`src/rtl/muldiv_pkg.sv`:
```
// Shared definitions for the multiply/divide unit: funct3 op codes, FSM states
// and operand-signedness helpers.
package muldiv_pkg;

    localparam logic [2:0] OP_MUL    = 3'b000;
    localparam logic [2:0] OP_MULH   = 3'b001;
    localparam logic [2:0] OP_MULHSU = 3'b010;
    localparam logic [2:0] OP_MULHU  = 3'b011;
    localparam logic [2:0] OP_DIV    = 3'b100;
    localparam logic [2:0] OP_DIVU   = 3'b101;
    localparam logic [2:0] OP_REM    = 3'b110;
    localparam logic [2:0] OP_REMU   = 3'b111;

    typedef enum logic [1:0] {
        S_IDLE = 2'd0,
        S_MUL  = 2'd1,
        S_DIV  = 2'd2,
        S_DONE = 2'd3
    } state_t;

    function automatic logic is_signed_op1(input logic [2:0] op);
        return (op == OP_MULH) || (op == OP_MULHSU) || (op == OP_DIV) || (op == OP_REM);
    endfunction

    function automatic logic is_signed_op2(input logic [2:0] op);
        return (op == OP_MULH) || (op == OP_DIV) || (op == OP_REM);
    endfunction

    function automatic logic is_div_op(input logic [2:0] op);
        return op[2];
    endfunction

    function automatic logic is_rem_op(input logic [2:0] op);
        return op[2] & op[1];
    endfunction

endpackage

```
`src/rtl/muldiv_divider_core.sv`:
```
// Restoring unsigned divider: one quotient bit per cycle for WIDTH cycles,
// done pulses for one cycle after the last iteration.
module muldiv_divider_core #(
    parameter int WIDTH = 32
) (
    input  logic             clk,
    input  logic             rst_n,
    input  logic             abort,
    input  logic             start,
    input  logic [WIDTH-1:0] dividend,
    input  logic [WIDTH-1:0] divisor,
    output logic             done,
    output logic [WIDTH-1:0] quotient,
    output logic [WIDTH-1:0] remainder
);
    import muldiv_pkg::*;

    localparam int CNT_W = $clog2(WIDTH) + 1;

    logic [WIDTH-1:0] rem_reg;
    logic [WIDTH-1:0] quo_reg;
    logic [WIDTH-1:0] dvs_reg;
    logic [CNT_W-1:0] cnt_reg;
    logic             busy_reg;
    logic [WIDTH:0]   shifted;
    logic [WIDTH:0]   diff;

    // Partial remainder gains the next dividend bit, then try to subtract.
    always_comb begin
        shifted = {rem_reg, quo_reg[WIDTH-1]};
        diff    = shifted - {1'b0, dvs_reg};
    end

    always_ff @(posedge clk) begin
        if (!rst_n) begin
            rem_reg  <= '0;
            quo_reg  <= '0;
            dvs_reg  <= '0;
            cnt_reg  <= '0;
            busy_reg <= 1'b0;
            done     <= 1'b0;
        end else if (abort) begin
            cnt_reg  <= '0;
            busy_reg <= 1'b0;
            done     <= 1'b0;
        end else begin
            done <= 1'b0;
            if (start) begin
                rem_reg  <= '0;
                quo_reg  <= dividend;
                dvs_reg  <= divisor;
                cnt_reg  <= '0;
                busy_reg <= 1'b1;
            end else if (busy_reg) begin
                if (!diff[WIDTH]) begin
                    rem_reg <= diff[WIDTH-1:0];
                    quo_reg <= {quo_reg[WIDTH-2:0], 1'b1};
                end else begin
                    rem_reg <= shifted[WIDTH-1:0];
                    quo_reg <= {quo_reg[WIDTH-2:0], 1'b0};
                end
                if (cnt_reg == CNT_W'(WIDTH - 1)) begin
                    cnt_reg  <= '0;
                    busy_reg <= 1'b0;
                    done     <= 1'b1;
                end else begin
                    cnt_reg <= cnt_reg + 1'b1;
                end
            end
        end
    end

    assign quotient  = quo_reg;
    assign remainder = rem_reg;

endmodule

```
`src/rtl/muldiv_unit.sv`:
```
// Iterative RV M-extension multiply/divide unit with valid/ready handshakes.
// Define MULDIV_FAST_MUL_EN for a single-cycle combinational multiplier.
module muldiv_unit #(
    parameter int WIDTH = 32
) (
    input  logic             i_clk,
    input  logic             i_rst_n,
    input  logic             i_valid,
    output logic             o_ready,
    input  logic [2:0]       i_op,
    input  logic [WIDTH-1:0] i_op1,
    input  logic [WIDTH-1:0] i_op2,
    input  logic             i_flush,
    output logic             o_valid,
    input  logic             i_ready,
    output logic [WIDTH-1:0] o_result
);
    import muldiv_pkg::*;

    localparam int CNT_W = $clog2(WIDTH) + 1;
    localparam logic [WIDTH-1:0] MOST_NEG = {1'b1, {(WIDTH-1){1'b0}}};

    state_t           state_reg;
    logic [2:0]       op_reg;
    logic             neg_q_reg;
    logic             neg_r_reg;

    logic             accept;
    logic             sign1;
    logic             sign2;
    logic [WIDTH-1:0] mag1;
    logic [WIDTH-1:0] mag2;
    logic             div_zero;
    logic             div_ovf;
    logic [WIDTH-1:0] special_res;
    logic             div_start;
    logic             div_done;
    logic [WIDTH-1:0] div_quo;
    logic [WIDTH-1:0] div_rem;
    logic [WIDTH-1:0] div_res;

    assign o_ready = (state_reg == S_IDLE);
    assign accept  = i_valid && o_ready && !i_flush;

    always_comb begin
        sign1       = is_signed_op1(i_op) & i_op1[WIDTH-1];
        sign2       = is_signed_op2(i_op) & i_op2[WIDTH-1];
        mag1        = sign1 ? (~i_op1 + 1'b1) : i_op1;
        mag2        = sign2 ? (~i_op2 + 1'b1) : i_op2;
        div_zero    = (i_op2 == '0);
        div_ovf     = ((i_op == OP_DIV) || (i_op == OP_REM)) && (i_op1 == MOST_NEG) && (i_op2 == '1);
        special_res = div_zero ? (is_rem_op(i_op) ? i_op1 : '1)
                               : (is_rem_op(i_op) ? '0 : i_op1);
        div_start   = accept && is_div_op(i_op) && !div_zero && !div_ovf;
        div_res     = is_rem_op(op_reg) ? (neg_r_reg ? (~div_rem + 1'b1) : div_rem)
                                        : (neg_q_reg ? (~div_quo + 1'b1) : div_quo);
    end

    muldiv_divider_core #(.WIDTH(WIDTH)) u_div (
        .clk       (i_clk),
        .rst_n     (i_rst_n),
        .abort     (i_flush),
        .start     (div_start),
        .dividend  (mag1),
        .divisor   (mag2),
        .done      (div_done),
        .quotient  (div_quo),
        .remainder (div_rem)
    );

`ifdef MULDIV_FAST_MUL_EN
    logic [2*WIDTH-1:0] fast_prod;
    logic [WIDTH-1:0]   fast_res;

    // Sign-extending to 2*WIDTH makes the modulo product exact for every signedness mix.
    always_comb begin
        fast_prod = {{WIDTH{sign1}}, i_op1} * {{WIDTH{is_signed_op2(i_op) & i_op2[WIDTH-1]}}, i_op2};
        fast_res  = (i_op == OP_MUL) ? fast_prod[WIDTH-1:0] : fast_prod[2*WIDTH-1:WIDTH];
    end
`else
    logic [2*WIDTH-1:0] mcand_reg;
    logic [WIDTH-1:0]   mplier_reg;
    logic [2*WIDTH-1:0] acc_reg;
    logic [CNT_W-1:0]   cnt_reg;
    logic [2*WIDTH-1:0] prod_fix;
    logic [WIDTH-1:0]   mul_res;

    always_comb begin
        prod_fix = neg_q_reg ? (~acc_reg + 1'b1) : acc_reg;
        mul_res  = (op_reg == OP_MUL) ? prod_fix[WIDTH-1:0] : prod_fix[2*WIDTH-1:WIDTH];
    end
`endif

    always_ff @(posedge i_clk) begin
        if (!i_rst_n) begin
            state_reg <= S_IDLE;
            op_reg    <= OP_MUL;
            neg_q_reg <= 1'b0;
            neg_r_reg <= 1'b0;
            o_valid   <= 1'b0;
            o_result  <= '0;
`ifndef MULDIV_FAST_MUL_EN
            mcand_reg  <= '0;
            mplier_reg <= '0;
            acc_reg    <= '0;
            cnt_reg    <= '0;
`endif
        end else if (i_flush) begin
            state_reg <= S_IDLE;
            o_valid   <= 1'b0;
        end else begin
            case (state_reg)
                S_IDLE: begin
                    if (accept) begin
                        op_reg    <= i_op;
                        neg_q_reg <= sign1 ^ sign2;
                        neg_r_reg <= sign1;
                        if (is_div_op(i_op)) begin
                            if (div_zero || div_ovf) begin
                                o_result  <= special_res;
                                o_valid   <= 1'b1;
                                state_reg <= S_DONE;
                            end else begin
                                state_reg <= S_DIV;
                            end
                        end else begin
`ifdef MULDIV_FAST_MUL_EN
                            o_result  <= fast_res;
                            o_valid   <= 1'b1;
                            state_reg <= S_DONE;
`else
                            mcand_reg  <= {{WIDTH{1'b0}}, mag1};
                            mplier_reg <= mag2;
                            acc_reg    <= '0;
                            cnt_reg    <= '0;
                            state_reg  <= S_MUL;
`endif
                        end
                    end
                end
                S_MUL: begin
`ifdef MULDIV_FAST_MUL_EN
                    state_reg <= S_IDLE;
`else
                    // WIDTH shift-add edges, then one edge for sign fixup and transfer.
                    if (cnt_reg != CNT_W'(WIDTH)) begin
                        if (mplier_reg[0]) begin
                            acc_reg <= acc_reg + mcand_reg;
                        end
                        mcand_reg  <= {mcand_reg[2*WIDTH-2:0], 1'b0};
                        mplier_reg <= {1'b0, mplier_reg[WIDTH-1:1]};
                        cnt_reg    <= cnt_reg + 1'b1;
                    end else begin
                        cnt_reg   <= '0;
                        o_result  <= mul_res;
                        o_valid   <= 1'b1;
                        state_reg <= S_DONE;
                    end
`endif
                end
                S_DIV: begin
                    if (div_done) begin
                        o_result  <= div_res;
                        o_valid   <= 1'b1;
                        state_reg <= S_DONE;
                    end
                end
                S_DONE: begin
                    if (i_ready) begin
                        o_valid   <= 1'b0;
                        state_reg <= S_IDLE;
                    end
                end
                default: state_reg <= S_IDLE;
            endcase
        end
    end

endmodule

```
`config.mk`:
```
export PLATFORM = sky130hd
export DESIGN_NAME = muldiv_unit
export DESIGN_NICKNAME = d
export VERILOG_FILES = /design/src/rtl/muldiv_pkg.sv /design/src/rtl/muldiv_divider_core.sv /design/src/rtl/muldiv_unit.sv
export SDC_FILE = /design/constraint.sdc
export NUM_CORES = 1
export LEC_CHECK = 0
export ABC_CLOCK_PERIOD_IN_PS = 3800
export BUFFER_PORTS_ARGS = -buffer_cell sky130_fd_sc_hd__buf_2
export CORE_AREA = 2 2 261 160
export CTS_CLUSTER_DIAMETER = 60
export DETAILED_ROUTE_END_ITERATION = 10
export DIE_AREA = 0 0 263 162
export PLACE_DENSITY_LB_ADDON = 0.2
export SLEW_MARGIN = 20
export SYNTH_ARGS = -nofsm -noshare
export SYNTH_HDL_FRONTEND = slang
export SYNTH_SLANG_ARGS = --single-unit
export TNS_END_PERCENT = 20
```
`constraint.sdc`:
```
create_clock -name i_clk -period 3.8 [get_ports i_clk]
set_input_delay 0.19 -clock i_clk [delete_from_list [all_inputs] [get_ports i_clk]]
set_output_delay 0.19 -clock i_clk [all_outputs]
set_load 0.02 [all_outputs]
```
# Yosys cells after proc, flatten, opt, wreduce, memory -nomap -nowiden
# Cells that the tools add are included.
[word_totals]
ff_bits = 310
input_bits = 72
out_inout_bits = 34
elab_cells = 151
[op_classes]
n_addsub = 9
n_eq_ne = 20
mux = 58
n_bitwise = 13
reduce_logical = 35
[op_table]
columns = ["cell", "count"]
rows = [
  ["2-to-1 mux 32 bit", 22],
  ["2-to-1 mux 64 bit", 8],
  ["case mux 64 bit (2 select lines)", 2],
  ["adder 32 x 1 -> 32 bit (second input constant)", 4],
  ["NOT 32 bit", 4],
  ["case mux 32 bit (3 select lines)", 1],
  ["adder 64 x 1 -> 64 bit (second input constant)", 1],
  ["adder 64 bit", 1],
  ["equality test 32 bit (second input constant)", 2],
  ["NOT 64 bit", 1],
  ["case mux 32 bit (2 select lines)", 1],
  ["subtractor 33 x 32 -> 33 bit", 1],
  ["logical NOT 32 bit", 1],
  ["2-to-1 mux 6 bit", 4],
  ["adder 6 x 1 -> 6 bit (second input constant)", 2],
  ["2-to-1 mux 1 bit", 12],
  ["case mux 6 bit (2 select lines)", 1],
  ["AND reduction 6 bit", 2],
  ["2-to-1 mux 2 bit", 5],
  ["inequality test 2 bit (second input constant)", 5],
  ["inequality test 2 x 1 -> 1 bit (second input constant)", 4],
  ["case mux 2 bit (4 select lines)", 1],
  ["AND reduction 4 bit", 2],
  ["logical AND 1 bit", 7],
  ["other kinds (24)", 41],
]

# Logic depth before layout (Yosys ltp)
[depth]
word_depth = 9
depth_mapped = 16
mapped_depth_nobuf = 14

# Modules after synthesis
# Synthesis repeated with hierarchy kept, for this count alone.
[unflattened]
hier_cells = 3088
hier_area_um2 = 23044.6
[by_module_without_submodules]
columns = ["mod", "instances", "cells_per_inst", "area_each_um2", "seq_area_each_um2"]
rows = [
  ["muldiv_unit", 1, 2344, 16877.4, 4124.0],
  ["muldiv_divider_core", 1, 744, 6167.2, 2082.0],
]

# Least setup slack after synthesis
# OpenSTA, ideal clock, no wires.
[synth_timing]
path_type = "reg2reg"
startpoint = "reg u_div.quo_reg[31], in the netlist u_div.quotient[31]"
endpoint = "reg u_div.rem_reg[7], in the netlist u_div.remainder[7]"
setup_ns = 0.129
arrival_ns = 3.691
t_required_ns = 3.671
setup_slack_ns = -0.020
path_stages_with_launch = 17
path_buffers = 2
period_less_slack_ns = 3.820
cell_sequence = "dfxtp_1 -> inv_1 -> ha_1 -> fa_1 -> nor2b_1 -> o21ai_0 -> a21boi_0 -> o2111a_1 -> o21a_1 -> o21bai_1 -> a211oi_1 -> nor3_1 -> nor3b_1 -> buf_1 -> clkbuf_1 -> mux2i_1 -> o21ai_0"
[synth_between]
elab_chain_len = 4
[synth_lines]
columns = ["item", "line", "text"]
rows = [
  ["start, declared", "muldiv_divider_core.sv:21", "logic [WIDTH-1:0] quo_reg;"],
  ["start signal, assigned", "muldiv_divider_core.sv:50", "quo_reg <= dividend;"],
  ["start signal, assigned", "muldiv_divider_core.sv:57", "quo_reg <= {quo_reg[WIDTH-2:0], 1'b1};"],
  ["start signal, assigned", "muldiv_divider_core.sv:60", "quo_reg <= {quo_reg[WIDTH-2:0], 1'b0};"],
  ["subtractor 33 x 32 -> 33 bit", "muldiv_divider_core.sv:31", "diff = shifted - {1'b0, dvs_reg};"],
  ["2-to-1 mux 32 bit", "muldiv_divider_core.sv:55", "if (!diff[WIDTH]) begin"],
  ["2-to-1 mux 32 bit", "muldiv_divider_core.sv:54", "end else if (busy_reg) begin"],
  ["2-to-1 mux 32 bit", "muldiv_divider_core.sv:48", "if (start) begin"],
  ["end signal, assigned", "muldiv_divider_core.sv:56", "rem_reg <= diff[WIDTH-1:0];"],
  ["end signal, assigned", "muldiv_divider_core.sv:59", "rem_reg <= shifted[WIDTH-1:0];"],
  ["end, declared", "muldiv_divider_core.sv:20", "logic [WIDTH-1:0] rem_reg;"],
]
# Every way passes these cells. The select of a mux whose other input is x is not followed.
# A chain may end at the register's enable or synchronous reset.

# Worst setup path in the final report
[layout_timing]
startpoint = "reg acc_reg[19]"
endpoint = "reg o_result[2]"
[layout_between]
elab_chain_len = 6
[layout_lines]
columns = ["item", "line", "text"]
rows = [
  ["start, declared", "muldiv_unit.sv:83", "logic [2*WIDTH-1:0] acc_reg;"],
  ["start signal, assigned", "muldiv_unit.sv:148", "acc_reg <= acc_reg + mcand_reg;"],
  ["NOT 64 bit", "muldiv_unit.sv:89", "prod_fix = neg_q_reg ? (~acc_reg + 1'b1) : acc_reg;"],
  ["adder 64 x 1 -> 64 bit", "muldiv_unit.sv:89", ""],
  ["2-to-1 mux 64 bit", "muldiv_unit.sv:89", ""],
  ["2-to-1 mux 32 bit", "muldiv_unit.sv:90", "mul_res = (op_reg == OP_MUL) ? prod_fix[WIDTH-1:0] : prod_fix[2*WIDTH-1:WIDTH];"],
  ["2-to-1 mux 32 bit", "muldiv_unit.sv:146", "if (cnt_reg != CNT_W'(WIDTH)) begin"],
  ["case mux 32 bit (3 select lines)", "muldiv_unit.sv:112", "case (state_reg)"],
  ["end signal, assigned", "muldiv_unit.sv:120", "o_result <= special_res;"],
  ["end signal, assigned", "muldiv_unit.sv:155", "o_result <= mul_res;"],
  ["end signal, assigned", "muldiv_unit.sv:163", "o_result <= div_res;"],
  ["end, declared", "muldiv_unit.sv:16", "output logic [WIDTH-1:0] o_result"],
]
# Every way passes these cells. The select of a mux whose other input is x is not followed.

==> results.py <==
metrics = {
    "outcome": {
        "status": "finished clean",
    },
    "clocking": {
        "cts_inserted_buffers": 34,
        "htreeDepth": 2,
        "cts_tree": "yes",
        "cts.path.max_buffers": 3,
        "clk_latency_ns": 0.54,
        "root_buffer": "clkbuf_16",
        "clock_sinks": 310,
        "clk_pin_slew_ns": 0.07,
    },
    "detailed_routing": {
        "via_per_inst": 6.53,
        "wl_per_cell_um": 23.5,
        "dr.pass1.iters": 6,
        "routed_wl_um": 86200,
        "drtIter0Drc": 3616,
        "drc_errors": 0,
        "antenna_left": 0,
        "num_vias": 23912,
    },
    "layout": {
        "fillCellCount": 3573,
        "multi_input_area_sq_um": 15400,
        "fin_nets": 3280,
        "regArea_sq_um": 6210,
        "drive_gt1_share_pct": 11.5,
        "final_cells": 3662,
        "syn2layout_area_growth_pct": 12.8,
    },
    "floorplanning": {
        "rows": 57,
        "die_h_um": 162,
        "io_pins": 106,
        "core_area_sq_um": 40100,
        "die-area_sq_um": 42600,
        "initial_utilization_pct": 56.6,
        "die_w_um": 263,
    },
    "logic_synthesis": {
        "ys_async_sr_fraction_pct": 0,
        "syn_inst": 3014,
        "ys_ff_latch": 310,
        "syn_nets": 3197,
        "yosysSeqAreaShare_pct": 27.3,
        "syn_area_sq_um": 22700,
        "synth_edf_count": 0,
        "syn_area_per_cell_sq_um": 7.53,
        "ys.flop_type": "dfxtp_1",
        "synth_warnings": 0,
        "synth_cell_types": 75,
    },
    "place": {
        "preCtsSetupSlack_ns": -0.155,
        "dpl.cell_count": 3589,
        "gp_congestion": 1.08,
        "port_buffers": 105,
        "dp_hpwl_um": 66900,
    },
    "global_route": {
        "gr-total-overflow": 0,
        "grt_use_total_pct": 39.0,
        "antenna_found_initial": 10,
        "grt_max_degree": 152,
        "grt_pass1_wl_um": 129000,
        "grt_pass1_vias": 21263,
    },
    "power": {
        "intPower_mw": 5.98,
        "leakage_nw": 10.7,
        "switching_share_pct": 30.5,
        "pwr-share-seq_pct": 39.5,
        "power_switching_mw": 2.62,
        "ir_worst_vdd_uv": 254,
        "comb_power_share_pct": 19.0,
        "powerDensity_nw_per_um2": 336,
        "p_clk_share_pct": 41.5,
    },
    "sta": {
        "rsz0062_at_grt": "no",
        "timing.final.ws_setup_ns": 0.144,
        "slew_violations": 0,
        "fin_skew_ns": 0.0394,
        "relSlewSlack_pct": 35.5,
        "hold_viol_final": 0,
        "min_period_over_period_pct": 96.2,
        "min_period_ns": 3.66,
        "setup_viol": 0,
        "max_freq_mhz": 274,
        "tightestPinTransition_ns": 0.967,
        "holdWs_ns": 0.0630,
    },
    "setup_path": {
        "reg2reg_depth": 11,
        "crit_type": "reg2reg",
        "start_kind": "register",
        "critPathArrivalTime_ns": 4.08,
        "cp_max_fo": 7,
        "cp_slowest_cell": "or4_1",
        "cp_num_buf_inv": 2,
        "end_kind": "register",
        "r2r_end": "o_result[2]",
        "r2r_start": "acc_reg[19]",
        "path_cells": "or4_1 > nand4bb_1 > or4_1 > buf_4 > o41ai_1 > xnor2_1 > nor2_1 > a211oi_1 > buf_4 > o21ai_0 > a21oi_1",
        "cpLargestDelayFamily": "simple AND/OR/NAND/NOR gates",
        "slowest_delay_ns": 0.62,
        "reg2reg_slack_ns": 0.14,
        "cp.required_ns": 4.22,
    },
    "min_path": {
        "hp-class": "in2reg",
        "hold_depth": 3,
        "holdCritStartpoint": "i_op2[30]",
        "min_to": "u_div.dvs_reg[30]",
    },
    "flow_run": {
        "max_cap_violations": 0,
    },
}
synthesized netlist by cell type (all sizes together), types with 19 or more instances:
| library cell | instances | area share (%) |
|---|---|---|
| a211oi | 47 | 1.6 |
| a21boi | 39 | 1.3 |
| a21o | 64 | 2.1 |
| a21oi | 271 | 6.0 |
| a22oi | 65 | 2.1 |
| a31oi | 27 | 0.74 |
| and2 | 61 | 1.7 |
| buf | 29 | 0.57 |
| clkbuf | 173 | 2.9 |
| dfxtp | 310 | 27 |
| ha | 109 | 6.0 |
| inv | 107 | 1.8 |
| mux2i | 36 | 1.6 |
| nand2 | 322 | 5.3 |
| nand3 | 33 | 0.73 |
| nand4 | 50 | 1.4 |
| nor2 | 233 | 3.9 |
| nor2b | 87 | 2.4 |
| nor3 | 48 | 1.1 |
| nor4 | 19 | 0.59 |
| o211ai | 33 | 1.1 |
| o21ai | 223 | 4.9 |
| o221ai | 52 | 2.0 |
| o31ai | 50 | 1.7 |
| or3 | 32 | 0.93 |
| or4 | 24 | 0.84 |
| xnor2 | 154 | 5.9 |
| xor2 | 110 | 4.2 |
worst max path at each step:
| stage | depth (start not counted) | endpoint | from | slack [ns] |
|---|---|---|---|---|
| after floorplan | 16 | u_div.remainder[7] | u_div.quotient[31] | -0.02 |
| after global placement | 13 | o_result[18] | i_op2[20] | -0.03 |
| after detailed placement | 13 | o_result[22] | i_op2[20] | -0.16 |
| after CTS | 13 | acc_reg[37] | acc_reg[1] | 0.06 |
| after global routing | 13 | o_result[2] | acc_reg[1] | 0.002 |
| final | 11 | o_result[2] | acc_reg[19] | 0.14 |
through the flow:
stage	setup TNS (ns)	power (mW)	util (%)	cell area [sq um]
after global placement	-0.160	4.98	60.7	24300
after floorplan	-0.385	4.42	-	22700
after global routing	0	8.85	63.9	25600
after detailed placement	-2.16	5.00	60.7	24300
after CTS	0	8.52	63.7	25500
final	0	8.60	63.9	25600
worst reg2reg max path, cell delays in order (launching register included):
cell and delay (ns):
dfxtp_1 0.45, or4_1 0.62, nand4bb_1 0.40, or4_1 0.61, buf_4 0.17, o41ai_1 0.30
xnor2_1 0.17, nor2_1 0.06, a211oi_1 0.26, buf_4 0.18, o21ai_0 0.16, a21oi_1 0.18
cells in the final DEF, fill, tap and decap left out, types with 8 or more instances in the layout:
| master | instances |
|---|---|
| a211oi_1 | 47 |
| a21boi_0 | 36 |
| a21o_1 | 64 |
| a21oi_1 | 270 |
| a22oi_1 | 65 |
| a311oi_1 | 11 |
| a31oi_1 | 27 |
| and2_1 | 59 |
| and3_1 | 16 |
| buf_12 | 8 |
| buf_2 | 104 |
| buf_4 | 134 |
| clkbuf_16 | 35 |
| dfxtp_1 | 308 |
| diode_2 | 9 |
| ha_1 | 108 |
| inv_1 | 106 |
| mux2i_1 | 36 |
| nand2_1 | 322 |
| nand2b_1 | 17 |
| nand3_1 | 33 |
| nand4_1 | 50 |
| nor2_1 | 232 |
| nor2b_1 | 86 |
| nor3_1 | 46 |
| nor4_1 | 16 |
| o211ai_1 | 33 |
| o21a_1 | 16 |
| o21ai_0 | 221 |
| o21bai_1 | 12 |
| o221ai_1 | 52 |
| o22ai_1 | 8 |
| o31ai_1 | 48 |
| o41ai_1 | 17 |
| or2_2 | 18 |
| or3_1 | 28 |
| or4_1 | 21 |
| xnor2_1 | 154 |
| xor2_1 | 110 |
power by group through the flow:
stage / Clock [mW] / Sequential (mW) / Combinational [mW]
after floorplan: 0 / 3.44 / 0.981
after global placement: 0 / 3.46 / 1.52
after detailed placement: 0 / 3.46 / 1.53
after CTS: 3.58 / 3.39 / 1.55
after global routing: 3.72 / 3.40 / 1.72
final: 3.57 / 3.40 / 1.63
cells by family after synthesis:
logic type | count (synthesis) | share of synthesized area, %
buffers and inverters | 309 | 5.20
and+or+nand+nor | 982 | 21.0
xor gates and xnor gates | 264 | 10.2
AOI/OAI and AO/OA | 1001 | 28.4
DFF | 310 | 27.3
adders and majority gates | 111 | 6.18
muxes | 37 | 1.64
layer usage:
layer / part of all wire (%) / up-vias / track usage [%]
li1: - / 11056 / -
met3: 16 / 98 / 14.7
met4: 1.5 / 0 / 7.38
met1: 46 / 11300 / 60.8
met5: 0 / - / 0
met2: 36 / 1458 / 49.4
cell type report:
| type | instances | share of cell area, % |
|---|---|---|
| Multi-Input combinational cell | 2395 | 60.2 |
| Sequential cell | 310 | 24.2 |
| Timing Repair Buffer | 249 | 6.70 |
| Clock buffer | 49 | 3.90 |
| Tap cell | 531 | 2.59 |
| Inverter | 107 | 1.57 |
| Clock inverter | 12 | 0.684 |
| Antenna cell | 9 | 0.0879 |
repair_timing:
action                     CTS  global route
gates cloned                 0             0
hold endpoints to repair     3             0
pin swaps                    0             1
hold buffers                 3             0
resized for setup            1            17
setup endpoints to repair    2            49
buffers inserted             0             0
Note: power is estimated with default switching activity, not from simulation.
